--- config.mk ---
export PLATFORM = sky130hd
export DESIGN_NAME = hpu_out_arbiter_flat
export DESIGN_NICKNAME = d
export VERILOG_FILES = /design/src/rtl/hpu_out_arbiter_pkg.sv /design/src/rtl/hpu_out_arbiter_if.sv /design/src/rtl/hpu_out_arbiter_rr_pick.sv /design/src/rtl/hpu_out_arbiter.sv /design/src/flat_wrapper.sv
export SDC_FILE = /design/constraint.sdc
export NUM_CORES = 1
export LEC_CHECK = 0
export CORE_MARGIN = 3
export CORE_UTILIZATION = 42
export DETAILED_ROUTE_END_ITERATION = 8
export PLACE_DENSITY_LB_ADDON = 0.08
export SKIP_CTS_REPAIR_TIMING = 1
export SLEW_MARGIN = 20
export SYNTH_ARGS = -nofsm -noshare
export SYNTH_HDL_FRONTEND = slang
export SYNTH_HIERARCHICAL = 1
export SYNTH_SLANG_ARGS = --single-unit
--- constraint.sdc ---
create_clock -name clk -period 7.1 [get_ports clk]
set_clock_uncertainty 0.1 [all_clocks]
set_input_delay 0.71 -clock clk [delete_from_list [all_inputs] [get_ports clk]]
set_output_delay 0.71 -clock clk [all_outputs]
set_load 0.01 [all_outputs]
--- src/rtl/hpu_out_arbiter_pkg.sv ---
// Shared types for the output-port arbiter: flit encoding, routing select, helpers.
// Latency: n/a (types and constants only).
// Backpressure: n/a.
//
// Contents: flit_type_e, flit_t, onehot_sel, FLIT_W, N_PORTS, is_head().
package hpu_out_arbiter_pkg;

  localparam int FLIT_W  = 32;
  // Width of the routing select; sized for the widest supported router (8 ports).
  localparam int N_PORTS = 8;

  typedef enum logic [1:0] {
    HEAD   = 2'b00,
    BODY   = 2'b01,
    TAIL   = 2'b10,
    SINGLE = 2'b11
  } flit_type_e;

  typedef struct packed {
    flit_type_e        typ;
    logic [FLIT_W-1:0] data;
  } flit_t;

  typedef logic [N_PORTS-1:0] onehot_sel;

  // Flit types that may open a new arbitration round.
  function automatic logic is_head(input flit_type_e t);
    return (t == HEAD) || (t == SINGLE);
  endfunction

endpackage

--- src/rtl/hpu_out_arbiter_if.sv ---
// Flit handshake bundle between the HPUs, one output-port arbiter and the downstream stage.
// Latency: n/a (wires only).
// Backpressure: in_ready per input, out_ready from downstream.
//
// Signals: in_valid/in_flit/in_sel (per input), in_ready (per input),
//          out_valid/out_flit/out_ready. Modports: master (upstream+downstream side), slave (arbiter).
interface hpu_out_arbiter_if
  import hpu_out_arbiter_pkg::*;
#(
  parameter int N_IN = 5
);

  logic      [N_IN-1:0] in_valid;
  flit_t     [N_IN-1:0] in_flit;
  onehot_sel [N_IN-1:0] in_sel;
  logic      [N_IN-1:0] in_ready;
  logic                 out_valid;
  flit_t                out_flit;
  logic                 out_ready;

  modport master (
    output in_valid, in_flit, in_sel, out_ready,
    input  in_ready, out_valid, out_flit
  );

  modport slave (
    input  in_valid, in_flit, in_sel, out_ready,
    output in_ready, out_valid, out_flit
  );

endinterface

--- src/rtl/hpu_out_arbiter_rr_pick.sv ---
// Round-robin priority picker: first set req bit scanning from ptr upward, wrapping at N_IN.
// Latency: combinational.
// Backpressure: none; the caller decides whether the pick is used.
//
// Ports: req[N_IN] in, ptr in, gnt[N_IN] onehot out, any out.
module hpu_out_arbiter_rr_pick #(
  parameter int N_IN = 5
) (
  input  logic [N_IN-1:0]         req,
  input  logic [$clog2(N_IN)-1:0] ptr,
  output logic [N_IN-1:0]         gnt,
  output logic                    any
);

  always_comb begin
    int idx;
    idx = 0;
    gnt = '0;
    any = 1'b0;
    for (int off = 0; off < N_IN; off++) begin
      idx = (int'(ptr) + off) % N_IN;
      if (!any && req[idx]) begin
        gnt[idx] = 1'b1;
        any      = 1'b1;
      end
    end
  end

endmodule

--- src/rtl/hpu_out_arbiter.sv ---
// Wormhole output-port arbiter: round-robin per packet, grant held head..tail, one output register.
// Latency: 1 cycle from input accept to out_valid; full rate while out_ready stays high.
// Backpressure: inputs are accepted only when the output register is empty or draining.
//
// Ports: clk, preset_n (async active-low), bus (slave modport: per-input flits, registered output),
//        grant (onehot owner while LOCKED), busy (LOCKED), wd_err (sticky stall error).
// Build option: OUTARB_WATCHDOG_EN adds the LOCKED-stall watchdog and the wd_err port.
module hpu_out_arbiter
  import hpu_out_arbiter_pkg::*;
#(
  parameter int N_IN      = 5,
  parameter int THIS_PORT = 0,
  parameter int WD_CYCLES = 64
) (
  input  logic              clk,
  input  logic              preset_n,
  hpu_out_arbiter_if.slave  bus,
  output logic [N_IN-1:0]   grant,
  output logic              busy
`ifdef OUTARB_WATCHDOG_EN
  ,
  output logic              wd_err
`endif
);

  localparam int PTR_W = $clog2(N_IN);

  localparam logic [0:0] IDLE   = 1'b0;
  localparam logic [0:0] LOCKED = 1'b1;

  logic [0:0]       state;
  logic [PTR_W-1:0] rr_ptr;

  logic [N_IN-1:0]  req;
  logic [N_IN-1:0]  eligible;
  logic [N_IN-1:0]  pick_gnt;
  logic             pick_any;
  logic             can_accept;
  logic [N_IN-1:0]  xfer;
  logic             xfer_any;
  flit_t            xfer_flit;
  logic [PTR_W-1:0] win_idx;
  logic [PTR_W-1:0] next_ptr;

  // Only bit THIS_PORT of each select matters here.
  logic unused_sel;
  assign unused_sel = ^bus.in_sel;

  always_comb begin
    req      = '0;
    eligible = '0;
    for (int i = 0; i < N_IN; i++) begin
      req[i]      = bus.in_valid[i] & bus.in_sel[i][THIS_PORT];
      // BODY/TAIL requesting while idle is a protocol violation and never wins.
      eligible[i] = req[i] & is_head(bus.in_flit[i].typ);
    end
  end

  hpu_out_arbiter_rr_pick #(.N_IN(N_IN)) u_pick (
    .req (eligible),
    .ptr (rr_ptr),
    .gnt (pick_gnt),
    .any (pick_any)
  );

  assign can_accept = !bus.out_valid || bus.out_ready;

  always_comb begin
    bus.in_ready = '0;
    if (state == LOCKED)
      // Owner's select is ignored: body flits carry no route.
      bus.in_ready = grant & {N_IN{can_accept}};
    else if (pick_any && can_accept)
      bus.in_ready = pick_gnt;
    // Keep in_ready quiet while reset is held, not just after the next edge.
    if (!preset_n)
      bus.in_ready = '0;
  end

  assign xfer     = bus.in_valid & bus.in_ready;
  assign xfer_any = |xfer;

  always_comb begin
    win_idx   = '0;
    xfer_flit = '0;
    for (int i = 0; i < N_IN; i++) begin
      if (xfer[i]) begin
        win_idx   = PTR_W'(i);
        xfer_flit = bus.in_flit[i];
      end
    end
  end

  assign next_ptr = (win_idx == PTR_W'(N_IN - 1)) ? '0 : win_idx + PTR_W'(1);
  assign busy     = (state == LOCKED);

  always_ff @(posedge clk or negedge preset_n) begin
    if (!preset_n) begin
      state         <= IDLE;
      rr_ptr        <= '0;
      grant         <= '0;
      bus.out_valid <= 1'b0;
      bus.out_flit  <= '0;
    end else begin
      if (xfer_any) begin
        bus.out_flit  <= xfer_flit;
        bus.out_valid <= 1'b1;
      end else if (bus.out_ready) begin
        bus.out_valid <= 1'b0;
      end

      if (state == IDLE) begin
        if (xfer_any) begin
          rr_ptr <= next_ptr;
          if (xfer_flit.typ == HEAD) begin
            state <= LOCKED;
            grant <= xfer;
          end
        end
      end else if (xfer_any && xfer_flit.typ == TAIL) begin
        state <= IDLE;
        grant <= '0;
      end
    end
  end

`ifdef OUTARB_WATCHDOG_EN
  localparam logic [15:0] WD_LIM = 16'(WD_CYCLES);

  logic [15:0] wd_cnt;

  // Counts LOCKED cycles without a transfer; saturates and never touches arbitration.
  always_ff @(posedge clk or negedge preset_n) begin
    if (!preset_n) begin
      wd_cnt <= '0;
      wd_err <= 1'b0;
    end else if (state == LOCKED && !xfer_any) begin
      if (wd_cnt != WD_LIM)
        wd_cnt <= wd_cnt + 16'd1;
      if (wd_cnt == WD_LIM - 16'd1)
        wd_err <= 1'b1;
    end else begin
      wd_cnt <= '0;
    end
  end
`endif

endmodule
--- src/flat_wrapper.sv ---
// flat-port wrapper written by rule: the top's interface ports become plain ports
module hpu_out_arbiter_flat import hpu_out_arbiter_pkg::*;
#(
  parameter int N_IN      = 5,
  parameter int THIS_PORT = 0,
  parameter int WD_CYCLES = 64
)
  (clk, preset_n, grant, busy, bus_in_valid, bus_in_flit, bus_in_sel, bus_out_ready, bus_in_ready, bus_out_valid, bus_out_flit);
  hpu_out_arbiter_if #(.N_IN(N_IN)) bus_i ();
  input  logic clk;
  input  logic preset_n;
  output logic [N_IN-1:0] grant;
  output logic busy;
  input wire logic [$bits(bus_i.in_valid)-1:0] bus_in_valid;
  input wire logic [$bits(bus_i.in_flit)-1:0] bus_in_flit;
  input wire logic [$bits(bus_i.in_sel)-1:0] bus_in_sel;
  input wire logic [$bits(bus_i.out_ready)-1:0] bus_out_ready;
  output wire logic [$bits(bus_i.in_ready)-1:0] bus_in_ready;
  output wire logic [$bits(bus_i.out_valid)-1:0] bus_out_valid;
  output wire logic [$bits(bus_i.out_flit)-1:0] bus_out_flit;
  assign bus_i.in_valid = bus_in_valid;
  assign bus_i.in_flit = bus_in_flit;
  assign bus_i.in_sel = bus_in_sel;
  assign bus_i.out_ready = bus_out_ready;
  assign bus_in_ready = bus_i.in_ready;
  assign bus_out_valid = bus_i.out_valid;
  assign bus_out_flit = bus_i.out_flit;
  hpu_out_arbiter #(.N_IN(N_IN), .THIS_PORT(THIS_PORT), .WD_CYCLES(WD_CYCLES)) u_core (.clk(clk), .preset_n(preset_n), .bus(bus_i), .grant(grant), .busy(busy));
endmodule
# Word-level counts from Yosys, hierarchy flattened
# Index checks and enable logic that the tools add are counted.
totals:
  regBits: 44
  inputBits: 218
  out_inout_bits: 46
  elab_cells: 143
classes:
  n_addsub: 5
  div: 5
  order_cmp: 10
  n_eq_ne: 8
  mux: 58
  bitwise: 17
  n_reduce_logical: 34
ops:
  columns: ["operator", "n"]
  rows:
  - ["34-bit two-way mux", 5]
  - ["32-bit by 1-bit greater-or-equal comparator with 1-bit output (second input constant)", 5]
  - ["32-bit by 5-bit < comparator with 1-bit output (second input constant)", 5]
  - ["32-bit by 4-bit modulo with 32-bit output (second input constant)", 4]
  - ["5-bit two-way mux", 12]
  - ["4-bit by 4-bit modulo with 32-bit output (second input constant)", 1]
  - ["1-bit two-way mux", 27]
  - ["5-bit OR", 4]
  - ["1-bit binary-select mux with 3-bit select", 5]
  - ["1-bit demux with 3-bit select", 5]
  - ["2-bit == test (second input constant)", 6]
  - ["2-bit zero test", 6]
  - ["1-bit logical AND", 11]
  - ["1-bit AND", 10]
  - ["5-bit AND", 2]
  - ["3-bit by 2-bit adder with 4-bit output (second input constant)", 2]
  - ["1-bit logical OR", 6]
  - ["3-bit two-way mux", 2]
  - ["2-bit nonzero test", 3]
  - ["1-bit zero test", 5]
  - ["5-bit OR reduction", 1]
  - ["3-bit by 1-bit adder with 4-bit output (second input constant)", 1]
  - ["3-bit by 3-bit adder with 4-bit output (second input constant)", 1]
  - ["2-bit two-way mux", 2]
  - ["6 further kinds", 6]

# Longest topological paths before layout
# Gate-level depths: netlist of run 1.
depth:
  ltp_word: 33
  mapped_depth: 27
  ltp_nobuf: 23

# Hierarchy
# Netlist of run 1, hierarchy kept.
modules_own_cells:
  columns: ["module", "instances", "cells_each", "area_per_inst_um2", "seq_area_each_um2"]
  rows:
  - ["hpu_out_arbiter", 1, 405, 3121.7, 1101.1]
  - ["hpu_out_arbiter_rr_pick", 1, 318, 2134.5, 0.0]

# Worst setup path before layout of run 1
# No wires, ideal clock.
synth_timing:
  path_kind: "register to register"
  startpoint: "reg u_core.rr_ptr[1]"
  endpoint: "reg u_core.grant[2]"
  setup_time_ps: 126
  arrival_ps: 6305
  required_time_ps: 6874
  setup_slack_ps: 569
  stages_incl_launch_ff: 25
  n_path_buf: 3
  synth_period_minus_slack_ps: 6531
  cell_sequence: "dfrtp_1 clkbuf_1 inv_1 ha_1 clkbuf_1 inv_2 ha_1 inv_1 ha_1 and4b_1 a311oi_2 nor3_1 a311o_1 o32a_1 and2_1 buf_6 or4_4 o211ai_1 nand3b_4 a2111oi_4 nand3_1 nand4_1 a22oi_2 a211o_1 a221o_1"
synth_via:
  elab_cells_between_ends: 92
  classes_between: "add/sub: 4; div: 5; order compare: 10; eq/ne: 2; mux: 46; bitwise: 5; reduce/logical: 20"
synth_rtl:
  columns: ["item", "line_no", "source"]
  rows:
  - ["from (decl)", "hpu_out_arbiter.sv:32", "logic [PTR_W-1:0] rr_ptr;"]
  - ["from (signal assigned)", "hpu_out_arbiter.sv:114", "rr_ptr <= next_ptr;"]
  - ["parallel branches: the longest is 16 deep, another holds 32-bit by 4-bit modulo with 32-bit output", null, null]
  - ["5-bit two-way mux (*)", "hpu_out_arbiter_rr_pick.sv:22", "if (!any && req[idx]) begin"]
  - ["net u_core.pick_gnt[1]", "hpu_out_arbiter.sv:36", "logic [N_IN-1:0] pick_gnt;"]
  - ["5-bit two-way mux (*)", "hpu_out_arbiter.sv:73", "else if (pick_any && can_accept)"]
  - ["5-bit two-way mux (*)", "hpu_out_arbiter.sv:70", "if (state == LOCKED)"]
  - ["5-bit two-way mux (*)", "hpu_out_arbiter.sv:76", "if (!preset_n)"]
  - ["5-bit AND (*)", "hpu_out_arbiter.sv:80", "assign xfer = bus.in_valid & bus.in_ready;"]
  - ["34-bit two-way mux (4 in series)", "hpu_out_arbiter.sv:87", "if (xfer[i]) begin"]
  - ["2-bit == test", "hpu_out_arbiter.sv:120", "end else if (xfer_any && xfer_flit.typ == TAIL) begin"]
  - ["1-bit logical AND", "hpu_out_arbiter.sv:120", null]
  - ["2-bit inequality test (no line)", null, null]
  - ["3-bit AND reduction (no line) (*)", null, null]
  - ["to (signal assigned)", "hpu_out_arbiter.sv:117", "grant <= xfer;"]
  - ["to (decl)", "hpu_out_arbiter.sv:18", "output logic [N_IN-1:0] grant,"]
# Mark *: on every way through the listed nets, which the timed path passes. The select of a mux whose other input is x is not followed.
# A chain may end at the register's enable or synchronous reset.

# Worst setup path in the final report of run 1
layout_timing:
  startpoint: "reg u_core.rr_ptr[0]"
  endpoint: "out bus_in_ready[2]"
layout_via:
  elab_cells_between_ends: 75
  classes_between: "add/sub: 4; div: 5; order compare: 10; mux: 38; bitwise: 4; reduce/logical: 14"
layout_rtl:
  columns: ["item", "line_no", "source"]
  rows:
  - ["parallel branches: the longest is 16 deep, another holds 32-bit by 4-bit modulo with 32-bit output", null, null]
  - ["5-bit two-way mux (*)", "hpu_out_arbiter_rr_pick.sv:22", null]
  - ["net u_core.pick_gnt[2]", "hpu_out_arbiter.sv:36", null]
  - ["5-bit two-way mux (*)", "hpu_out_arbiter.sv:73", null]
  - ["5-bit two-way mux (*)", "hpu_out_arbiter.sv:70", null]
  - ["5-bit two-way mux (*)", "hpu_out_arbiter.sv:76", null]
  - ["to (decl)", "flat_wrapper.sv:18", "output wire logic [$bits(bus_i.in_ready)-1:0] bus_in_ready;"]
# Marked as above.

==> results of run 1 <==
-- cells by family after synthesis --
kind of cell,after synthesis
simple gates,289
xor+xnor,11
buf+inv,77
fa+ha+maj,28
flops,44
mux,15
compound gates,259
-- metrics by stage --
step / utilization, % / hold slack (ns) / std cells
2_1_floorplan: - / 0.3144 / 723
3_3_place_gp: 63.42 / 0.3647 / 1084
3_5_place_dp: 63.42 / 0.3682 / 1084
4_1_cts: 64.80 / 0.3839 / 1092
5_1_grt: 64.80 / 0.4275 / 1092
6_report: 64.80 / 0.3838 / 1092
-- worst reg2reg max path, delay by kind of cell (launching register included) --
| kind | cells | cell delay (ns) |
|---|---|---|
| flops | 1 | 0.45 |
| simple gates | 7 | 1.52 |
| fa+ha+maj | 4 | 1.16 |
| compound gates | 7 | 1.91 |
| xor+xnor | 1 | 0.23 |
| buf+inv | 6 | 1.04 |
-- cell usage in the layout (no fill, tap or decap), types with 4 or more instances in the layout --
master / count
a2111oi_0: 4
a21oi_1: 57
a22oi_1: 37
a31oi_1: 35
and2_1: 10
and3_1: 9
and3b_1: 5
buf_4: 17
clkbuf_16: 5
clkdlybuf4s50_1: 227
dfrtp_1: 44
ha_1: 28
inv_1: 21
inv_2: 4
mux2i_1: 8
nand2_1: 114
nand2b_1: 9
nand3_1: 46
nand4_1: 4
nand4b_1: 4
nor2_1: 32
nor2b_1: 12
nor3_1: 12
nor3b_1: 5
o211ai_1: 10
o21a_1: 4
o21ai_0: 50
o22ai_1: 6
o31ai_1: 5
or3_1: 5
xnor2_1: 10
-- layout make-up --
cell class | instances | area, um2
Clock inverter | 3 | 42.54
Inverter | 25 | 93.84
Fill cell | 1077 | 4263
Tap cell | 168 | 210.2
Multi-Input combinational cell | 602 | 3871
Timing Repair Buffer | 245 | 2405
Clock buffer | 5 | 125.1
Sequential cell | 44 | 1101
-- sequential cells by signal (all words and copies together) (netlist names) --
signal	flops
u_core/busy	1
u_core/bus.out_valid	1
u_core/rr_ptr	3
u_core/bus.out_flit	34
u_core/grant	5
-- power by group --
part	switching, mW	internal, mW
clock	0.0946	0.165
sequential	0.0933	0.366
combinational	1.07	0.845
-- routing by layer --
layer	share of wire, %	routed length [um]	up-vias
met3	8.3	1672	22
li1	-	-	3103
met2	50	9950	295
met4	1.3	264	0
met5	0	0	-
met1	41	8185	3001
-- worst min-delay path by stage --
stage / from / to / cells past startpoint
floorplan: preset_n / u_core/bus.out_flit[0] / 0
global placement: u_core/bus.out_flit[32] / u_core/bus.out_flit[32] / 1
detailed placement: u_core/bus.out_flit[32] / u_core/bus.out_flit[32] / 1
CTS: u_core/bus.out_flit[32] / u_core/bus.out_flit[32] / 1
global route: u_core/bus.out_flit[19] / u_core/bus.out_flit[19] / 2
finish: u_core/bus.out_flit[33] / u_core/bus.out_flit[33] / 2
==> flow_summary.ini, run 1 <==
[timing]
slew_violations = 0
layout_setup_ws_ns = 0.5005
tns_ns = 0
tightest_slew_ns = 0.9366
fin_crit_ns = 6.599
slew_headroom_pct = 37.08
finalHoldViolCount = 0
min_period_over_period_pct = 92.95
setup_viol = 0
max_freq_mhz = 151.5
rsz0062_at_grt = false

[critical_path]
reg2reg_depth = 25
crit_type = reg -> out
worstPathCellList = inv_2, ha_1, inv_1, ha_1, inv_1, ha_1, inv_1, ha_1, nor2b_1, o221ai_1, a22oi_1, xnor2_1, nand4_1, o211ai_1, or4_4, o311ai_2, and3b_1, o211a_1, clkdlybuf4s50_1
end_kind = output pin
cp-start-kind = flip-flop
critPathArrivalTime_ns = 5.79
rr_startpoint = u_core/rr_ptr[0]
startpoint = u_core/rr_ptr[0]
crit-reg2reg-capture = u_core/grant[0]
crit_top_cell = ha_1
crit_fanout = 13
crit_path_end = bus_in_ready[2]
slowest_stage = a22oi_1
rrSetupSlack_ns = 0.58
path_depth = 19
crit_required_ns = 6.29
max_stage_delay_ns = 0.68
crit_buf_inv = 5
crit_family = compound AO/OA/AOI/OAI gates

[final_layout]
antenna_cells = 0
stdcell_area_um2 = 7849
final_nets = 1169
layout-drive-gt1-share_pct = 5.952
syn_to_final_growth_pct = 49.32

[synth]
ys_seq_area_share_pct = 20.95
yosysTopAreaCell = dfrtp_1
synth_area_leaders = dfrtp_1, nand2_1, ha_1, a21oi_1, a22oi_1
synth_top_area_share_pct = 20.95
syn-num-nets = 969
synth_xor_area_share_pct = 1.976
avgSynthCellArea_um2 = 7.270
synth_area_um2 = 5256
synth-compound-area-share_pct = 33.63
synth_cells = 723
yosysMostFrequentCell = nand2_1
async_flop_share_pct = 100.0
synthMuxAreaShare_pct = 3.452
yosys.cell_types.count = 79
synth.ff_latch_count = 44
yosys_most_used_dff = dfrtp_1
synth_warnings = 6
synth_top_family_by_area = compound AO/OA/AOI/OAI gates
synthAdderAreaFrac_pct = 6.665
synthSimpleGateAreaFrac_pct = 27.33
ys_top_cells_by_count = nand2_1, a21oi_1, o21ai_0, nand3_1, dfrtp_1
synth_edf_count = 0

[die]
rows = 40
io_pins = 264
core_um2 = 12110
die_area_um2 = 13890
die_w_um = 117.9
start_util_pct = 43.40
die_y_um = 117.9

[drt]
wire_per_inst_um = 18.38
via_per_inst = 5.880
firstDrtPassIters = 6
drc = 0
wl_mm = 20.07
ant_nets = 0
via_count = 6421
drtIter0Drc = 633

[power]
power_density_nw_per_um2 = 335.8
finalPower_mw = 2.636
ir_drop_mv = 0.1812
power_leakage_nw = 2.980

[clock_tree]
cts_inserted_buffers = 5
cts_tree = yes
insertion_delay_ns = 0.28
clk_path_buf_depth = 2
cts.reportedPaths.clkPinSlew_ns = 0.07
cts_sinks = 44
cts-root-buf = clkbuf_16
htreeDepth = 2

[global_routing]
grt_pass1_vias = 6158
grt_overflow = 0
grt_max_degree = 66
met3_usage_pct = 6.679
grt_util_met2_pct = 48.83
busiest_layer = met2
grt.total_usage_pct = 27.35
grt_pass1_wl_mm = 31.59
antenna_found_initial = 0
grt_use_met1_pct = 33.48

[placement]
dp_hpwl_mm = 15.74
dp_slack_ns = 0.6501
dpl-instance-area_um2 = 7681
portBuffers = 228
gp_congestion = 0.8993

[run]
cap_violations = 0

[hold_path]
hold_path.class = reg -> reg

[status]
outcome = completed
(Power assumes the default switching activity.)
==> run 2, diff against run 1 <==
--- a/config.mk
+++ b/config.mk
@@ -5,6 +5,7 @@
 export SDC_FILE = /design/constraint.sdc
 export NUM_CORES = 1
 export LEC_CHECK = 0
+export CAP_MARGIN = 10
 export CORE_MARGIN = 3
 export CORE_UTILIZATION = 42
 export DETAILED_ROUTE_END_ITERATION = 8
==> results of run 2 <==
No change in the layout: final DEF, timing and power equal those of run 1.
==> run 3, diff against run 2 <==
--- a/config.mk
+++ b/config.mk
@@ -5,11 +5,13 @@
 export SDC_FILE = /design/constraint.sdc
 export NUM_CORES = 1
 export LEC_CHECK = 0
+export ABC_AREA = 1
 export CAP_MARGIN = 10
 export CORE_MARGIN = 3
 export CORE_UTILIZATION = 42
 export DETAILED_ROUTE_END_ITERATION = 8
 export PLACE_DENSITY_LB_ADDON = 0.08
+export REMOVE_ABC_BUFFERS = 1
 export SKIP_CTS_REPAIR_TIMING = 1
 export SLEW_MARGIN = 20
 export SYNTH_ARGS = -nofsm -noshare
==> run 3 against run 2 <==
Effect of this change: via count down 0.98%; sequential cell count unchanged; first-iteration DRC count down 39%; synthesized cell count up 18%; critical path type unchanged; largest cell class unchanged; largest power group unchanged.
==> flow_summary.ini, run 3 <==
[global_routing]
grt_overflow = 0
grt_max_degree = 50
grt_pass1_wl_mm = 30.43
grt_pass1_vias = 6144
grt.total_usage_pct = 26.51
antenna_found_initial = 2

[die]
die_y_um = 117.5
core_um2 = 12060
start_util_pct = 43.28
die_area_um2 = 13800
io_pins = 264
die_w_um = 117.5
rows = 40

[clock_tree]
htreeDepth = 2
clk_path_buf_depth = 2
cts_sinks = 44
cts_inserted_buffers = 5
cts_tree = yes
insertion_delay_ns = 0.29
cts-root-buf = clkbuf_16
cts.reportedPaths.clkPinSlew_ns = 0.07

[final_layout]
finish.utilization_pct = 64.15
stdcell_area_um2 = 7737
most-common-layout-cells = nand2_1, clkdlybuf4s50_1, nand3_1, inv_1, nor2_1
reg.largest.list = u_core/bus.out_flit (34), u_core/grant (5), u_core/rr_ptr (3)
final_nets = 1304
largest-register = u_core/bus.out_flit
layout-drive-gt1-share_pct = 7.554
largest_register_ff_count = 34
final_common_cell = nand2_1
syn_to_final_growth_pct = 48.23
fin_cells = 1228

[critical_path]
slowest_stage = dfrtp_1
critPathArrivalTime_ns = 5.02
crit_type = reg -> out
end_kind = output pin
worstPathCellList = inv_1, ha_1, inv_2, ha_1, o21ai_2, nand2_2, o21ai_1, nand3_2, nand2_1, nand2_1, o21ai_0, nand3_1, nor2_2, nor2b_4, nand2_1, nand3_1, nand3_1, nand2_1, nand3_1, inv_1, clkdlybuf4s50_1
crit_required_ns = 6.29
reg2reg_depth = 26
crit_fanout = 14
max_stage_delay_ns = 0.66
cp-start-kind = flip-flop

[placement]
portBuffers = 228
dpl-instance-area_um2 = 7582
dpl.cell_count = 1219
dp_hpwl_mm = 14.98
dp_slack_ns = 1.436
gp_congestion = 0.9106

[timing]
rsz0062_at_grt = false
slew_violations = 0
tightest_slew_ns = 0.7786
fin_crit_ns = 5.828
layout_setup_ws_ns = 1.272
max_freq_mhz = 171.6
finalHoldViolCount = 0
setup_viol = 0
min_period_over_period_pct = 82.08
slew_headroom_pct = 48.09
tns_ns = 0

[power]
p_sw_mw = 1.660
netSwitchingFraction_pct = 53.60
clockPowerShare_pct = 7.8
intPower_mw = 1.437
power_density_nw_per_um2 = 400.2
power_leakage_nw = 3.625
comb_power_share_pct = 77.1
ir_drop_mv = 0.1680
seqPwrFrac_pct = 15.1

[drt]
via_per_inst = 5.178
via_count = 6358
ant_nets = 0
drtIter0Drc = 389
wire_per_inst_um = 15.58
firstDrtPassIters = 5
wl_mm = 19.13
drc = 0

[synth]
synth_top_area_share_pct = 22.36
yosysMostFrequentCell = nand2_1
ys_seq_area_share_pct = 21.09
synth_warnings = 6
synth_edf_count = 0
synth.ff_latch_count = 44
synth_cells = 850
yosys.cell_types.count = 44
synth_area_leaders = nand2_1, dfrtp_1, nand3_1, ha_1, inv_1
synth_area_um2 = 5220
avgSynthCellArea_um2 = 6.141
yosys_most_used_dff = dfrtp_1
ys_top_cells_by_count = nand2_1, nand3_1, inv_1, nor2_1, dfrtp_1
yosysTopAreaCell = nand2_1
async_flop_share_pct = 100.0

[hold_path]
holdPathStages = 2
hold_path.class = reg -> reg

[run]
cap_violations = 0

[status]
outcome = completed
-- run 3: cell types whose count changed in the layout (fill, tap and decap cells not counted), sizes merged, moves of 35 or more --
cell | previous run | this run
a22oi | 38 | 0
a31oi | 35 | 0
inv | 25 | 77
nand2 | 114 | 329
nand3 | 46 | 125
-- run 3: worst max-delay path: cells and delay by family, from the launching register on --
family / cells / cell delay [ns]
adders and majority gates: 2 / 0.83
and+or+nand+nor: 12 / 1.42
DFF: 1 / 0.66
AOI/OAI and AO/OA: 3 / 0.68
buffers and inverters: 4 / 1.13
-- run 3: layout make-up --
class                           count  area (um2)
Antenna cell                        1       2.502
Clock buffer                        6       138.9
Clock inverter                      2       13.76
Fill cell                        1181        4324
Inverter                           78       295.3
Multi-Input combinational cell    696        3661
Sequential cell                    44        1101
Tap cell                          168       210.2
Timing Repair Buffer              233        2315
-- run 3: routing by layer --
layer,track usage [%],routed length [um],vias up
li1,-,-,3234
met1,30.21,7632,2881
met2,48.63,9530,203
met3,5.815,1294,38
met4,9.451,661,2
met5,0,13,-
-- run 3: power by group through the flow --
stage / Combinational [mW] / Clock, mW / Sequential (mW)
2_1_floorplan: 1.56 / 0 / 0.517
3_3_place_gp: 2.35 / 0 / 0.467
3_5_place_dp: 2.38 / 0 / 0.465
4_1_cts: 2.39 / 0.247 / 0.468
5_1_grt: 2.66 / 0.258 / 0.483
6_report: 2.39 / 0.242 / 0.468
-- run 3: cells by family (layout without fill, tap and decap cells) --
logic type                 count (synthesis)  after routing  synth area share (%)
AOI/OAI and AO/OA                        103            103                 13.16
xor gates and xnor gates                   8              8                 1.486
adders and majority gates                 28             28                 6.711
buffers and inverters                    110            319                 8.773
DFF                                       44             44                 21.09
muxes                                      1              1                0.2157
other                                      0              1                     0
and+or+nand+nor                          556            556                 48.56
-- run 3: path summary, 6_finish.rpt --
kind,from,to,slack (ns)
max in group asynchronous,preset_n,u_core/bus.out_flit[29],6.03
max reg2reg,u_core/rr_ptr[1],u_core/bus.out_flit[20],1.32
min in group asynchronous,preset_n,u_core/bus.out_valid,0.41
min reg2reg,u_core/bus.out_flit[19],u_core/bus.out_flit[19],0.38
min,u_core/bus.out_flit[19],u_core/bus.out_flit[19],0.38
max,u_core/rr_ptr[1],bus_in_ready[1],1.27
-- run 3: stage by stage --
| stage | power [mW] | hold WS [ns] |
|---|---|---|
| CTS | 3.100 | 0.3838 |
| floorplan | 2.077 | 0.3144 |
| detailed placement | 2.845 | 0.3644 |
| global placement | 2.817 | 0.3656 |
| global route | 3.405 | 0.3974 |
| finish | 3.096 | 0.3821 |
